$ cat config.mk
export PLATFORM = sky130hd
export DESIGN_NAME = imuldiv
export DESIGN_NICKNAME = d
export VERILOG_FILES = /design/src/rtl/imuldiv_pkg.sv /design/src/rtl/imuldiv_step.sv /design/src/rtl/imuldiv.sv
export SDC_FILE = /design/constraint.sdc
export NUM_CORES = 1
export LEC_CHECK = 0
export ABC_AREA = 1
export CAP_MARGIN = 10
export CORE_UTILIZATION = 55
export CTS_CLUSTER_DIAMETER = 60
export DETAILED_ROUTE_END_ITERATION = 8
export PLACE_DENSITY = 0.78
export SLEW_MARGIN = 5
export SYNTH_ARGS = -nofsm -noshare
export SYNTH_HDL_FRONTEND = slang
export SYNTH_SLANG_ARGS = --single-unit
$ cat constraint.sdc
create_clock -name clk -period 4.2 [get_ports clk]
set_clock_uncertainty 0.1 [all_clocks]
set_input_delay 1.26 -clock clk [delete_from_list [all_inputs] [get_ports clk]]
set_output_delay 1.26 -clock clk [all_outputs]
set_load 0.02 [all_outputs]
$ cat src/rtl/imuldiv_pkg.sv
// imuldiv_pkg -- shared CPU constants for the HI/LO multiply/divide unit:
// data width, op-code width and the op-code enumeration that decode drives
// onto i_op, plus the iteration count of the shift/add engine.
package imuldiv_pkg;

  localparam int CPU_DATA_WIDTH  = 32;
  localparam int CPU_IMDOP_WIDTH = 3;

  // Op codes presented on i_op by the decode stage.
  typedef enum logic [CPU_IMDOP_WIDTH-1:0] {
    IMD_NONE  = 3'd0,
    IMD_MULT  = 3'd1,
    IMD_MULTU = 3'd2,
    IMD_DIV   = 3'd3,
    IMD_DIVU  = 3'd4,
    IMD_MTHI  = 3'd5,
    IMD_MTLO  = 3'd6
  } imd_op_e;

  localparam int              CNT_WIDTH  = 6;
  localparam logic [CNT_WIDTH-1:0] ITER_COUNT = 6'd32;

endpackage

$ cat src/rtl/imuldiv_step.sv
// imuldiv_step -- one combinational iteration of the shared 33-bit
// add/subtract-and-shift engine.
//   MUL: {hi,lo} = ({1'b0,hi} + (lo[0] ? b : 0)) shifted right by one,
//        the multiplier drains out of lo while the product fills in.
//   DIV (only with CPU_IMULDIV_DIV_EN): restoring step, {hi,lo[31]} - b;
//        keep the difference when it does not borrow and shift the
//        quotient bit into lo.
module imuldiv_step
  import imuldiv_pkg::*;
(
`ifdef CPU_IMULDIV_DIV_EN
  input  logic                      i_div,
`endif
  input  logic [CPU_DATA_WIDTH-1:0] i_hi,
  input  logic [CPU_DATA_WIDTH-1:0] i_lo,
  input  logic [CPU_DATA_WIDTH-1:0] i_b,
  output logic [CPU_DATA_WIDTH-1:0] o_hi,
  output logic [CPU_DATA_WIDTH-1:0] o_lo
);

`ifdef CPU_IMULDIV_DIV_EN
  logic [CPU_DATA_WIDTH:0]   w_a;
  logic [CPU_DATA_WIDTH:0]   w_b;
  logic                      w_cin;
  logic [CPU_DATA_WIDTH+1:0] w_sum;

  // Shared adder: add for multiply, a + ~b + 1 for divide (bit 33 = no borrow).
  always_comb begin
    // NOTE: every output of a combinational block gets a default first so no path can infer a latch.
    w_a   = {1'b0, i_hi};
    w_b   = i_lo[0] ? {1'b0, i_b} : '0;
    w_cin = 1'b0;
    if (i_div) begin
      w_a   = {i_hi, i_lo[CPU_DATA_WIDTH-1]};
      w_b   = ~{1'b0, i_b};
      w_cin = 1'b1;
    end
    w_sum = {1'b0, w_a} + {1'b0, w_b} + {{(CPU_DATA_WIDTH+1){1'b0}}, w_cin};
    o_hi  = w_sum[CPU_DATA_WIDTH:1];
    o_lo  = {w_sum[0], i_lo[CPU_DATA_WIDTH-1:1]};
    if (i_div) begin
      if (w_sum[CPU_DATA_WIDTH+1]) begin
        o_hi = w_sum[CPU_DATA_WIDTH-1:0];
        o_lo = {i_lo[CPU_DATA_WIDTH-2:0], 1'b1};
      end else begin
        o_hi = w_a[CPU_DATA_WIDTH-1:0];
        o_lo = {i_lo[CPU_DATA_WIDTH-2:0], 1'b0};
      end
    end
  end
`else
  logic [CPU_DATA_WIDTH:0] w_sum;

  // Multiply-only build: conditional add of the multiplicand, then shift.
  always_comb begin
    w_sum = {1'b0, i_hi} + (i_lo[0] ? {1'b0, i_b} : '0);
    o_hi  = w_sum[CPU_DATA_WIDTH:1];
    o_lo  = {w_sum[0], i_lo[CPU_DATA_WIDTH-1:1]};
  end
`endif

endmodule

$ cat src/rtl/imuldiv.sv
// imuldiv -- iterative HI/LO multiply/divide unit. MULT/MULTU (and DIV/DIVU
// when CPU_IMULDIV_DIV_EN is defined) run 32 iterations on operand
// magnitudes and write HI/LO with sign fix-up at the last edge; MTHI/MTLO
// write in one edge. o_busy stalls the pipeline; i_flush aborts; rst is
// synchronous, active-high and dominates everything.
module imuldiv
  import imuldiv_pkg::*;
(
  input  logic                       clk,
  input  logic                       rst,
  input  logic [CPU_IMDOP_WIDTH-1:0] i_op,
  input  logic [CPU_DATA_WIDTH-1:0]  i_rs,
  input  logic [CPU_DATA_WIDTH-1:0]  i_rt,
  input  logic                       i_flush,
  output logic [CPU_DATA_WIDTH-1:0]  o_hi,
  output logic [CPU_DATA_WIDTH-1:0]  o_lo,
  output logic                       o_busy
);

  typedef enum logic [1:0] {
    ST_IDLE = 2'd0,
    ST_MUL  = 2'd1
`ifdef CPU_IMULDIV_DIV_EN
    , ST_DIV = 2'd2
`endif
  } state_e;

  state_e                      r_state;
  state_e                      w_state_next;
  logic [CNT_WIDTH-1:0]        r_cnt;
  logic [CPU_DATA_WIDTH-1:0]   r_acc_hi;
  logic [CPU_DATA_WIDTH-1:0]   r_acc_lo;
  logic [CPU_DATA_WIDTH-1:0]   r_b;
  logic                        r_neg_res;
  logic [CPU_DATA_WIDTH-1:0]   r_hi;
  logic [CPU_DATA_WIDTH-1:0]   r_lo;
`ifdef CPU_IMULDIV_DIV_EN
  logic                        r_neg_rem;
  logic                        r_dz;
`endif

  logic                        w_idle;
  logic                        w_last;
  logic                        w_start_mul;
  logic                        w_start_div;
  logic                        w_signed;
  logic                        w_rs_neg;
  logic                        w_rt_neg;
  logic [CPU_DATA_WIDTH-1:0]   w_rs_mag;
  logic [CPU_DATA_WIDTH-1:0]   w_rt_mag;
  logic [CPU_DATA_WIDTH-1:0]   w_step_hi;
  logic [CPU_DATA_WIDTH-1:0]   w_step_lo;
  logic [2*CPU_DATA_WIDTH-1:0] w_prod;
  logic [CPU_DATA_WIDTH-1:0]   w_res_hi;
  logic [CPU_DATA_WIDTH-1:0]   w_res_lo;

  assign w_idle = (r_state == ST_IDLE);
  assign w_last = (r_cnt == 6'd1);
  assign o_busy = !w_idle;
  assign o_hi   = r_hi;
  assign o_lo   = r_lo;

  // Decode which iterative op would start this cycle and its operand signs.
  always_comb begin
    w_start_mul = 1'b0;
    w_start_div = 1'b0;
    w_signed    = 1'b0;
    if (w_idle && !i_flush) begin
      case (i_op)
        IMD_MULT:  begin w_start_mul = 1'b1; w_signed = 1'b1; end
        IMD_MULTU: w_start_mul = 1'b1;
`ifdef CPU_IMULDIV_DIV_EN
        IMD_DIV:   begin w_start_div = 1'b1; w_signed = 1'b1; end
        IMD_DIVU:  w_start_div = 1'b1;
`endif
        default:   ;
      endcase
    end
    w_rs_neg = w_signed & i_rs[CPU_DATA_WIDTH-1];
    w_rt_neg = w_signed & i_rt[CPU_DATA_WIDTH-1];
    w_rs_mag = w_rs_neg ? (~i_rs + 32'd1) : i_rs;
    w_rt_mag = w_rt_neg ? (~i_rt + 32'd1) : i_rt;
  end

  imuldiv_step u_step (
`ifdef CPU_IMULDIV_DIV_EN
    .i_div (r_state == ST_DIV),
`endif
    .i_hi  (r_acc_hi),
    .i_lo  (r_acc_lo),
    .i_b   (r_b),
    .o_hi  (w_step_hi),
    .o_lo  (w_step_lo)
  );

  // Sign fix-up of the final iteration's result before it lands in HI/LO.
  always_comb begin
    w_prod   = {w_step_hi, w_step_lo};
    w_prod   = r_neg_res ? (~w_prod + 64'd1) : w_prod;
    w_res_hi = w_prod[2*CPU_DATA_WIDTH-1:CPU_DATA_WIDTH];
    w_res_lo = w_prod[CPU_DATA_WIDTH-1:0];
`ifdef CPU_IMULDIV_DIV_EN
    if (r_state == ST_DIV) begin
      // With a zero divisor the remainder path returns the dividend magnitude,
      // so restoring its sign hands back i_rs exactly.
      w_res_hi = r_neg_rem ? (~w_step_hi + 32'd1) : w_step_hi;
      if (r_dz)           w_res_lo = '1;
      else if (r_neg_res) w_res_lo = ~w_step_lo + 32'd1;
      else                w_res_lo = w_step_lo;
    end
`endif
  end

  // Next-state logic: start from IDLE, leave on the last iteration or a flush.
  always_comb begin
    w_state_next = r_state;
    case (r_state)
      ST_IDLE: begin
        if (w_start_mul) w_state_next = ST_MUL;
`ifdef CPU_IMULDIV_DIV_EN
        else if (w_start_div) w_state_next = ST_DIV;
`endif
      end
      default: begin
        if (i_flush || w_last) w_state_next = ST_IDLE;
      end
    endcase
  end

  // State register with synchronous reset.
  always_ff @(posedge clk) begin
    // NOTE: sequential state is always assigned with <= so every flop samples pre-edge values.
    if (rst) r_state <= ST_IDLE;
    else     r_state <= w_state_next;
  end

  // Datapath: operand latch on start, one engine step per busy cycle,
  // HI/LO commit on the last step or on MTHI/MTLO.
  always_ff @(posedge clk) begin
    if (rst) begin
      r_cnt     <= '0;
      r_acc_hi  <= '0;
      r_acc_lo  <= '0;
      r_b       <= '0;
      r_neg_res <= 1'b0;
      r_hi      <= '0;
      r_lo      <= '0;
`ifdef CPU_IMULDIV_DIV_EN
      r_neg_rem <= 1'b0;
      r_dz      <= 1'b0;
`endif
    end else if (w_idle) begin
      if (w_start_mul || w_start_div) begin
        r_cnt     <= ITER_COUNT;
        r_acc_hi  <= '0;
        r_acc_lo  <= w_rs_mag;
        r_b       <= w_rt_mag;
        r_neg_res <= w_rs_neg ^ w_rt_neg;
`ifdef CPU_IMULDIV_DIV_EN
        r_neg_rem <= w_rs_neg;
        r_dz      <= (i_rt == '0);
`endif
      end else if (!i_flush && (i_op == IMD_MTHI)) begin
        r_hi <= i_rs;
      end else if (!i_flush && (i_op == IMD_MTLO)) begin
        r_lo <= i_rs;
      end
    end else if (i_flush) begin
      r_cnt <= '0;
    end else begin
      r_acc_hi <= w_step_hi;
      r_acc_lo <= w_step_lo;
      r_cnt    <= r_cnt - 6'd1;
      if (w_last) begin
        r_hi <= w_res_hi;
        r_lo <= w_res_lo;
      end
    end
  end

endmodule

Word level (Yosys, flattened, before mapping)
Cells that the tools add are included.

word-level totals
  input bits = 70
  register bits = 169

cells by class
  muxes and demuxes = 31
  bitwise operators = 6
  $add $sub $neg = 5
  equal/unequal tests = 11
  reduce and logical (&&, ||, !) cells = 15

operator list
  operator                                           number
  2-to-1 mux 32 bit                                  20
  adder 32 x 1 -> 32 bit (second input constant)     2
  adder 64 x 1 -> 64 bit (second input constant)     1
  2-to-1 mux 64 bit                                  1
  NOT 32 bit                                         2
  NOT 64 bit                                         1
  adder 32 x 33 -> 33 bit                            1
  2-to-1 mux 6 bit                                   3
  != test 2 x 1 -> 1 bit (second input constant)     4
  == test 3 bit (second input constant)              2
  == test 6 x 1 -> 1 bit (second input constant)     1
  2-to-1 mux 2 bit                                   3
  AND reduction 2 bit                                3
  subtractor 6 x 1 -> 6 bit (second input constant)  1
  AND reduction 5 bit                                1
  2-to-1 mux 1 bit                                   4
  != test 2 bit (second input constant)              2
  AND reduction 4 bit                                1
  nonzero test 2 bit                                 2
  == test 3 x 1 -> 1 bit (second input constant)     1
  == test 3 x 2 -> 1 bit (second input constant)     1
  logical AND 1 bit                                  3
  bitwise AND 1 bit                                  2
  zero test 1 bit                                    2
  other kinds (4)                                    4

Logic depth before layout (Yosys ltp)
Gate-level depths: netlist of the first run.

  depth in word-level cells = 8
  depth in mapped cells = 25
  mapped depth without buffers = 23

Cells and area by module
From an unflattened synthesis of the first run, not the netlist that was laid out.

unflattened totals
  cells, all modules = 2404
  area, all modules = 13740.7 µm²

modules (own cells, without submodules)
  module        area each (µm²)  seq. area each (µm²)  times used  cells each
  imuldiv       10870.4          3363.2                1           1801
  imuldiv_step  2870.3           0.0                   1           603

Least setup slack after synthesis of the first run
Ideal clock, no wire load.

  kind = input-to-reg
  from = input port i_rt[0]
  to = register r_b[28]
  path slack = 1.135 ns
  data arrival time = 2.852 ns
  stages on the path = 14
  setup time = 0.113 ns
  path through = inv_1 ha_1 nand2_1 nor2_2 nand3_1 nor2_1 nand3_1 nor2_1 nor2_1 nor2_2 o21ai_1 xor2_1 o21ai_1 inv_1

on the way
  longest elaborated chain between the ends = 3

ends and longest elaborated chain
  element                 line            source
  from (decl)             imuldiv.sv:13   input logic [CPU_DATA_WIDTH-1:0] i_rt,
  NOT 32 bit              imuldiv.sv:82   w_rt_mag = w_rt_neg ? (~i_rt + 32'd1) : i_rt;
  adder 32 x 1 -> 32 bit  imuldiv.sv:82
  2-to-1 mux 32 bit       imuldiv.sv:82
  to (signal assigned)    imuldiv.sv:157  r_b <= w_rt_mag;
  to (decl)               imuldiv.sv:33   logic [CPU_DATA_WIDTH-1:0] r_b;

Every way passes these cells.
A chain may end at the register's enable or synchronous reset.

Final worst setup path of the first run
  from = register r_acc_lo[0]
  to = register r_hi[24] (netlist: o_hi[24])

on the way
  longest elaborated chain between the ends = 8

ends and longest elaborated chain
  element                    line                source
  from (decl)                imuldiv.sv:32       logic [CPU_DATA_WIDTH-1:0] r_acc_lo;
  from (signal assigned)     imuldiv.sv:156      r_acc_lo <= w_rs_mag;
  from (signal assigned)     imuldiv.sv:172      r_acc_lo <= w_step_lo;
  2-to-1 mux 32 bit *        imuldiv_step.sv:56  w_sum = {1'b0, i_hi} + (i_lo[0] ? {1'b0, i_b} : '0);
  adder 32 x 33 -> 33 bit *  imuldiv_step.sv:56
  NOT 64 bit                 imuldiv.sv:99       w_prod = r_neg_res ? (~w_prod + 64'd1) : w_prod;
  adder 64 x 1 -> 64 bit     imuldiv.sv:99
  2-to-1 mux 64 bit *        imuldiv.sv:99
  2-to-1 mux 32 bit *        imuldiv.sv:174      if (w_last) begin
  2-to-1 mux 32 bit *        imuldiv.sv:168      end else if (i_flush) begin
  2-to-1 mux 32 bit *        imuldiv.sv:152      end else if (w_idle) begin
  to (signal assigned)       imuldiv.sv:164      r_hi <= i_rs;
  to (signal assigned)       imuldiv.sv:175      r_hi <= w_res_hi;
  to (decl)                  imuldiv.sv:35       logic [CPU_DATA_WIDTH-1:0] r_hi;

Mark *: on every way between the ends. The rest lies on a longest branch, timed or not. The select of a mux whose other input is x is not followed.

==> impl_metrics.csv, run 1 <==
group,metric,value,unit
pwr,power_switching_share,0.323,
global_routing,antenna_found_initial,0,
detailed_routing,viasPerCell,5.60,
run,drv.max_cap_violation_count,0,
sta,final_hold_viol_count,0,
setup_path,terminus_of_the_critical_flop_to_flop_path,"o_hi[24]",
global_routing,grt_first_pass_wirelength,68.7,mm
die,placement_rows,55,
sta,finalHoldWorstSlack,0.365,ns
place,finalWeightedCongestion,0.932,
sta,finalSetupViolations,0,
cts,cts-root-buf,"sky130_fd_sc_hd__clkbuf_16",
pwr,clock_power_share,0.392,
yosys,syn_avg_cell_area,5.83,um^2
yosys,synthTopCellsByArea,"sky130_fd_sc_hd__dfxtp_1 (26%), sky130_fd_sc_hd__nand2_1 (18%), sky130_fd_sc_hd__inv_1 (8.7%)",
detailed_routing,drt_iter0_markers,1607,
sta,max-slew-margin-rel,0.422,
yosys,netlist-cell-type-count,51,
cts,cts.repair.resized,0,
sta,worst_slew_pin_slew,0.866,ns
yosys,syn_inst_count,2217,
yosys,yosys.area.top_type_share,0.260,
finish,flow.area_growth_from_synthesis,16.8,%
place,dpl_cell_area,14500,um^2
cts,max-clock-path-buffers,2,
pwr,vdd.ir_drop.worst,0.227,mV
yosys,synth-edff-count,0,
cts,worst_skew_pair.late_latency,0.45,ns
detailed_routing,antenna_left,0,
global_routing,pin_count_of_the_biggest_net_entering_global_routing,63,
sta,rsz0062_at_grt,"false",
finish,layout.nets,2415,
die,die_y,155,um
global_routing,grt_util_all_layers,0.359,
detailed_routing,drt_first_pass_iters,7,
setup_path,worst_r2r_startpoint,"r_acc_lo[0]",
setup_path,path_class,"reg -> reg",
global_routing,first_global_vias,13202,
yosys,ys.warnings.count,0,
cts,cts_made_buffers,17,
die,initial_core_utilization,0.566,
setup_path,endpoint_kind,"register",
setup_path,critPathRequiredTime,4.48,ns
cts,cts.sink_count,168,
finish,post_route_cells_drive_above_1_share,0.0621,
detailed_routing,detail_route.wl_per_cell,16.3,um
yosys,netlist.top_cell.by_area,"sky130_fd_sc_hd__dfxtp_1",
die,design.portCount,135,
place,buffer_ports.inserted,134,
sta,final_clock_period_utilization_by_the_worst_path,0.834,
cts,post_cts_hold_fix_bufs,0,
global_routing,grt.overflow.total,0,
finish,design_area,15100,um^2
pwr,p_comb_frac,0.182,
place,dpl_worst_slack,0.349,ns
yosys,mappedNetlistNets,2325,
pwr,static-leakage-power,7.47,nW
pwr,power.net_switching,1.31,mW
setup_path,regToRegSetupSlack,0.70,ns
pwr,power_density,267,nW/um^2
place,placedCellCount,2601,
place,dp_hpwl,32.6,mm
die,die_width,155,um
finish,antenna-diode-count,0,
finish,stdcell_count,2633,
cts,htree_num_levels,4,
sta,layout_min_cycle_time,3.50,ns
die,die-area,24100,um^2
setup_path,critical_path.startpoint_type,"register",
hold_path,hold-path-endpoint,"o_lo[25]",
pwr,total_power,4.04,mW
sta,clock.fmax,285,MHz
hold_path,worstHoldStart,"o_lo[25]",
yosys,synth-main-ff-cell,"sky130_fd_sc_hd__dfxtp_1",
detailed_routing,remaining_drc_errors,0,
setup_path,cp_max_fo,32,
sta,final-max-slew-violation-count,0,
outcome,outcome,"completed",
cts,postCtsSetupBuffers,0,
yosys,synth.ff_latch_count,168,
yosys,async_reset_ff_frac,0,
cts,clkTransAtPathRegs,0.08,ns
sta,tns,0,ns
pwr,cellInternalPower,2.73,mW
setup_path,r2r.worst_path.cells,17,
die,fp.coreArea,22800,um^2
pwr,power_frac_seq,0.426,
setup_path,crit_arrival,3.78,ns
yosys,sequential_to_total_area_share_from_yosys_stat,0.260,
detailed_routing,detailroute.via_count,14755,
finish,postLayoutCoreUtil,0.661,
hold_path,worst_hold_path.num_cells,2,
cts,cts_tree,"built",
hold_path,kind_of_path_behind_the_tightest_hold_check,"reg -> reg",
detailed_routing,wirelength,43.0,mm
yosys,cell_area_synth,12900,um^2
sta,final_worst_slack,0.696,ns
## synth_stat cells (3+ instances only)
cell type                    n
sky130_fd_sc_hd__nand4_1    18
sky130_fd_sc_hd__o211ai_1   19
sky130_fd_sc_hd__ha_1       37
sky130_fd_sc_hd__buf_2       6
sky130_fd_sc_hd__nand3_1   148
sky130_fd_sc_hd__o21ai_0   154
sky130_fd_sc_hd__o21ai_2     3
sky130_fd_sc_hd__nand3_2     7
sky130_fd_sc_hd__nor2_4      4
sky130_fd_sc_hd__xor2_1     17
sky130_fd_sc_hd__inv_1     300
sky130_fd_sc_hd__nand2_1   636
sky130_fd_sc_hd__o21ai_1     6
sky130_fd_sc_hd__o221ai_1   13
sky130_fd_sc_hd__nor2_1    215
sky130_fd_sc_hd__nand3b_1   17
sky130_fd_sc_hd__dfxtp_1   168
sky130_fd_sc_hd__buf_1       8
sky130_fd_sc_hd__a221oi_1    4
sky130_fd_sc_hd__nor4_1     10
sky130_fd_sc_hd__a21oi_1   181
sky130_fd_sc_hd__or2_2       7
sky130_fd_sc_hd__nand2_2    27
sky130_fd_sc_hd__or2_1       4
sky130_fd_sc_hd__xnor2_1     8
sky130_fd_sc_hd__clkbuf_1   71
sky130_fd_sc_hd__nor3_1     27
sky130_fd_sc_hd__a31oi_1    42
sky130_fd_sc_hd__inv_2      12
sky130_fd_sc_hd__nor2_2     17
sky130_fd_sc_hd__o31ai_1     4
## worst max-delay path by stage
stage	from	end	slack, ns
2_1_floorplan	i_rt[0]	r_b[28]	1.13
3_3_place_gp	i_rs[2]	r_acc_lo[25]	0.39
3_5_place_dp	i_rs[2]	r_acc_lo[27]	0.35
4_1_cts	r_acc_lo[0]	o_hi[24]	0.75
5_1_grt	r_acc_lo[0]	o_hi[30]	0.42
6_report	r_acc_lo[0]	o_hi[24]	0.70
## cell families (layout without fill, tap and decap cells)
| kind of cell | count (synthesis) | after routing | share of synthesized area |
|---|---|---|---|
| xor gates and xnor gates | 25 | 25 | 0.0169 |
| DFF | 168 | 168 | 0.260 |
| adders and majority gates | 38 | 38 | 0.0373 |
| AOI/OAI and AO/OA | 441 | 441 | 0.189 |
| and+or+nand+nor | 1145 | 1145 | 0.380 |
| buffers and inverters | 400 | 503 | 0.117 |
## power groups by stage
stage          clock network (mW)  registers, mW  logic (mW)
2_1_floorplan                   0           1.77       0.406
3_3_place_gp                    0           1.75       0.709
3_5_place_dp                    0           1.75       0.717
4_1_cts                      1.58           1.72       0.723
5_1_grt                      1.65           1.73       0.807
6_report                     1.58           1.72       0.735
## cell type report
| class | instances | area (um^2) |
|---|---|---|
| multi-input combinational | 1649 | 8080 |
| fill | 2251 | 7740 |
| sequential | 168 | 3370 |
| timing repair buffer | 157 | 1520 |
| inverter | 314 | 1180 |
| clock buffer | 19 | 443 |
| tap | 313 | 392 |
| clock inverter | 13 | 130 |
## per-layer routing
metal	vias up	GRT usage	share of wire
met5	-	0	0
met4	0	0.112	0.027
met3	94	0.0565	0.081
met2	664	0.566	0.43
met1	6625	0.502	0.46
li1	7372	-	-
## cells in the final DEF, fill, tap and decap left out, types with 3 or more instances in the layout
| master | synthesis | routed |
|---|---|---|
| sky130_fd_sc_hd__nand2_1 | 636 | 636 |
| sky130_fd_sc_hd__inv_1 | 300 | 299 |
| sky130_fd_sc_hd__nor2_1 | 215 | 213 |
| sky130_fd_sc_hd__a21oi_1 | 181 | 180 |
| sky130_fd_sc_hd__dfxtp_1 | 168 | 167 |
| sky130_fd_sc_hd__o21ai_0 | 154 | 154 |
| sky130_fd_sc_hd__nand3_1 | 148 | 148 |
| sky130_fd_sc_hd__clkdlybuf4s50_1 | 0 | 133 |
| sky130_fd_sc_hd__a31oi_1 | 42 | 42 |
| sky130_fd_sc_hd__ha_1 | 37 | 37 |
| sky130_fd_sc_hd__nand2_2 | 27 | 27 |
| sky130_fd_sc_hd__nor3_1 | 27 | 27 |
| sky130_fd_sc_hd__buf_4 | 1 | 22 |
| sky130_fd_sc_hd__o211ai_1 | 19 | 19 |
| sky130_fd_sc_hd__nor2_2 | 17 | 18 |
| sky130_fd_sc_hd__nand4_1 | 18 | 18 |
| sky130_fd_sc_hd__nand3b_1 | 17 | 17 |
| sky130_fd_sc_hd__xor2_1 | 17 | 17 |
| sky130_fd_sc_hd__clkbuf_16 | 0 | 17 |
| sky130_fd_sc_hd__inv_2 | 12 | 13 |
| sky130_fd_sc_hd__o221ai_1 | 13 | 13 |
| sky130_fd_sc_hd__nor4_1 | 10 | 10 |
| sky130_fd_sc_hd__xnor2_1 | 8 | 8 |
| sky130_fd_sc_hd__nand3_2 | 7 | 7 |
| sky130_fd_sc_hd__or2_2 | 7 | 7 |
| sky130_fd_sc_hd__o21ai_1 | 6 | 6 |
| sky130_fd_sc_hd__nor2_4 | 4 | 5 |
| sky130_fd_sc_hd__inv_6 | 0 | 5 |
| sky130_fd_sc_hd__or2_1 | 4 | 4 |
| sky130_fd_sc_hd__o31ai_1 | 4 | 4 |
| sky130_fd_sc_hd__a221oi_1 | 4 | 4 |
| sky130_fd_sc_hd__o21ai_2 | 3 | 3 |
## critical path: stages (launching register included)
cell                      delay, ns
sky130_fd_sc_hd__dfxtp_1       0.33
sky130_fd_sc_hd__buf_4         0.31
sky130_fd_sc_hd__nand2_1       0.23
sky130_fd_sc_hd__inv_1         0.16
sky130_fd_sc_hd__fa_1          0.25
sky130_fd_sc_hd__nand2_1       0.10
sky130_fd_sc_hd__a21oi_1       0.27
sky130_fd_sc_hd__xor2_1        0.51
sky130_fd_sc_hd__nor2_1        0.12
sky130_fd_sc_hd__nand3_1       0.18
sky130_fd_sc_hd__nor2_1        0.08
sky130_fd_sc_hd__nand2_1       0.09
sky130_fd_sc_hd__nand2_2       0.07
sky130_fd_sc_hd__nand2_2       0.13
sky130_fd_sc_hd__inv_1         0.07
sky130_fd_sc_hd__nand3_1       0.08
sky130_fd_sc_hd__nand3_1       0.16
sky130_fd_sc_hd__a21oi_1       0.19
## state kept, by name, summed over array words and instances, names as in the netlist
| name | cells |
|---|---|
| o_lo | 32 |
| r_acc_hi | 32 |
| o_hi | 32 |
| r_state | 1 |
| r_b | 32 |
| r_acc_lo | 32 |
| r_neg_res | 1 |
| r_cnt | 6 |
Power figures use the tool's default switching activity.
==> inputs of run 2 (changes only) <==
CORE_UTILIZATION = 53   (was 55)
clock period = 3.05 ns   (was 4.2 ns; I/O delays follow)
==> impl_metrics.csv, run 2 (synthesized netlist as in run 1, its figures left out) <==
group,metric,value,unit
outcome,outcome,"finished, violations left",
outcome,violations_in_the_final_reports,"setup timing",
cts,max-clock-path-buffers,2,
pwr,p_comb_frac,0.203,
global_routing,grt.overflow.total,0,
finish,layout.nets,2634,
pwr,cellInternalPower,3.86,mW
sta,layout_min_cycle_time,3.12,ns
global_routing,pin_count_of_the_biggest_net_entering_global_routing,94,
global_routing,grt_util_all_layers,0.377,
detailed_routing,detailroute.via_count,16178,
cts,cts.sink_count,168,
pwr,power_frac_seq,0.414,
pwr,total_power,5.75,mW
die,die-area,25000,um^2
cts,cts-root-buf,"sky130_fd_sc_hd__clkbuf_16",
setup_path,timing.critical_path.from,"r_acc_lo[0]",
detailed_routing,antenna_left,0,
sta,worst_slew_pin_slew,0.771,ns
sta,clock.fmax,321,MHz
global_routing,first_global_vias,14577,
cts,cts_made_buffers,17,
pwr,power.net_switching,1.89,mW
finish,antenna-diode-count,0,
detailed_routing,detail_route.wl_per_cell,17.1,um
place,finalWeightedCongestion,0.960,
finish,post_route_cells_drive_above_1_share,0.227,
sta,final_worst_slack,-0.0676,ns
finish,sequential_cell_area,3370,um^2
sta,final-max-slew-violation-count,0,
sta,tns,-0.155,ns
cts,cts_tree,"built",
die,initial_core_utilization,0.546,
hold_path,worst_hold_path.num_cells,2,
die,fp.coreArea,23700,um^2
hold_path,kind_of_path_behind_the_tightest_hold_check,"reg -> reg",
finish,multiInputGateArea,9180,um^2
sta,final_clock_period_utilization_by_the_worst_path,1.02,
place,dp_hpwl,35.8,mm
finish,layout.cells.most_common_list,"sky130_fd_sc_hd__nand2_1 (555), sky130_fd_sc_hd__inv_1 (280), sky130_fd_sc_hd__buf_4 (233)",
pwr,power_density,320,nW/um^2
setup_path,cp_max_fo,4,
pwr,power_switching_share,0.328,
die,placement_rows,56,
pwr,static-leakage-power,8.71,nW
detailed_routing,drt_first_pass_iters,6,
sta,rsz0062_at_grt,"true",
setup_path,r2r.worst_path.cells,18,
detailed_routing,drt_iter0_markers,1727,
sta,finalSetupViolations,3,
cts,worst_skew_pair.late_latency,0.45,ns
cts,clkTransAtPathRegs,0.08,ns
finish,layout.cells.most_common,"sky130_fd_sc_hd__nand2_1",
pwr,vdd.ir_drop.worst,0.341,mV
pwr,clock_power_share,0.383,
run,drv.max_cap_violation_count,0,
setup_path,crit_arrival,3.40,ns
detailed_routing,remaining_drc_errors,0,
setup_path,path_class,"reg -> reg",
cts,htree_num_levels,4,
place,buffer_ports.inserted,134,
hold_path,worstHoldStart,"o_lo[0]",
global_routing,grt_first_pass_wirelength,73.6,mm
finish,flow.area_growth_from_synthesis,38.8,%
die,design.portCount,135,
setup_path,critPathRequiredTime,3.33,ns
sta,final_hold_viol_count,0,
die,die_y,158,um
cts,post_cts_hold_fix_bufs,0,
setup_path,critical_path.startpoint_type,"register",
setup_path,worst_r2r_startpoint,"r_acc_lo[0]",
sta,max-slew-margin-rel,0.486,
global_routing,antenna_found_initial,1,
detailed_routing,wirelength,49.0,mm
detailed_routing,viasPerCell,5.66,
setup_path,endpoint_kind,"register",
finish,nFillCells,1983,
die,die_width,158,um
run 2: power by group through the flow:
stage / Combinational (mW) / Clock [mW] / Sequential, mW
global route: 1.27 / 2.30 / 2.39
floorplan: 0.558 / 0 / 2.44
finish: 1.17 / 2.20 / 2.38
detailed placement: 1.08 / 0 / 2.42
global placement: 1.07 / 0 / 2.42
CTS: 1.10 / 2.19 / 2.37
run 2: stage by stage:
stage / cells / worst slack, ns / area, um^2 / hold WS (ns) / util
floorplan: 2217 / 0.0726 / 12900 / 0.341 / -
global placement: 2799 / -0.413 / 16000 / 0.350 / 0.677
detailed placement: 2799 / -0.466 / 16000 / 0.354 / 0.677
CTS: 2832 / 0.00496 / 16700 / 0.367 / 0.707
global route: 2858 / -0.172 / 17900 / 0.382 / 0.758
finish: 2858 / -0.0676 / 17900 / 0.364 / 0.758
run 2: repair_timing:
| action | 4_1_cts | 5_1_grt |
|---|---|---|
| resized for setup | 36 | 246 |
| setup endpoints to repair | 21 | 40 |
| setup buffers | 1 | 26 |
| pin swaps | 0 | 67 |
run 2: path summary, 6_finish.rpt:
path | slack, ns | end
hold / removal | 0.36 | o_lo[0]
setup / recovery | -0.07 | o_hi[25]
setup reg to reg | -0.07 | o_hi[25]
hold reg to reg | 0.36 | o_lo[0]
run 2: routing by layer:
| layer | vias to the layer above | part of all wire | track usage |
|---|---|---|---|
| li1 | 7817 | - | - |
| met2 | 834 | 0.45 | 0.596 |
| met5 | - | 0 | 0 |
| met1 | 7415 | 0.43 | 0.514 |
| met4 | 0 | 0.032 | 0.140 |
| met3 | 112 | 0.094 | 0.0580 |
run 2: critical path: stages (launching register included):
cell	delay [ns]
sky130_fd_sc_hd__dfxtp_4	0.37
sky130_fd_sc_hd__nand2_1	0.07
sky130_fd_sc_hd__inv_1	0.06
sky130_fd_sc_hd__ha_4	0.16
sky130_fd_sc_hd__fa_2	0.40
sky130_fd_sc_hd__nand2_2	0.13
sky130_fd_sc_hd__nand2_2	0.08
sky130_fd_sc_hd__nand3_2	0.12
sky130_fd_sc_hd__nand2_4	0.07
sky130_fd_sc_hd__xnor2_1	0.37
sky130_fd_sc_hd__nand2_2	0.12
sky130_fd_sc_hd__nor2_4	0.13
sky130_fd_sc_hd__buf_4	0.12
sky130_fd_sc_hd__nand3_2	0.09
sky130_fd_sc_hd__a21oi_2	0.25
sky130_fd_sc_hd__nand2_1	0.08
sky130_fd_sc_hd__nand2_1	0.07
sky130_fd_sc_hd__nand3_1	0.08
sky130_fd_sc_hd__a21oi_2	0.16
run 2: final cells by class:
type                       count  area share
sequential                   168       0.188
timing repair buffer         376       0.181
multi-input combinational   1649       0.511
clock inverter                13     0.00725
clock buffer                  19      0.0247
inverter                     314      0.0657
tap                          319      0.0222
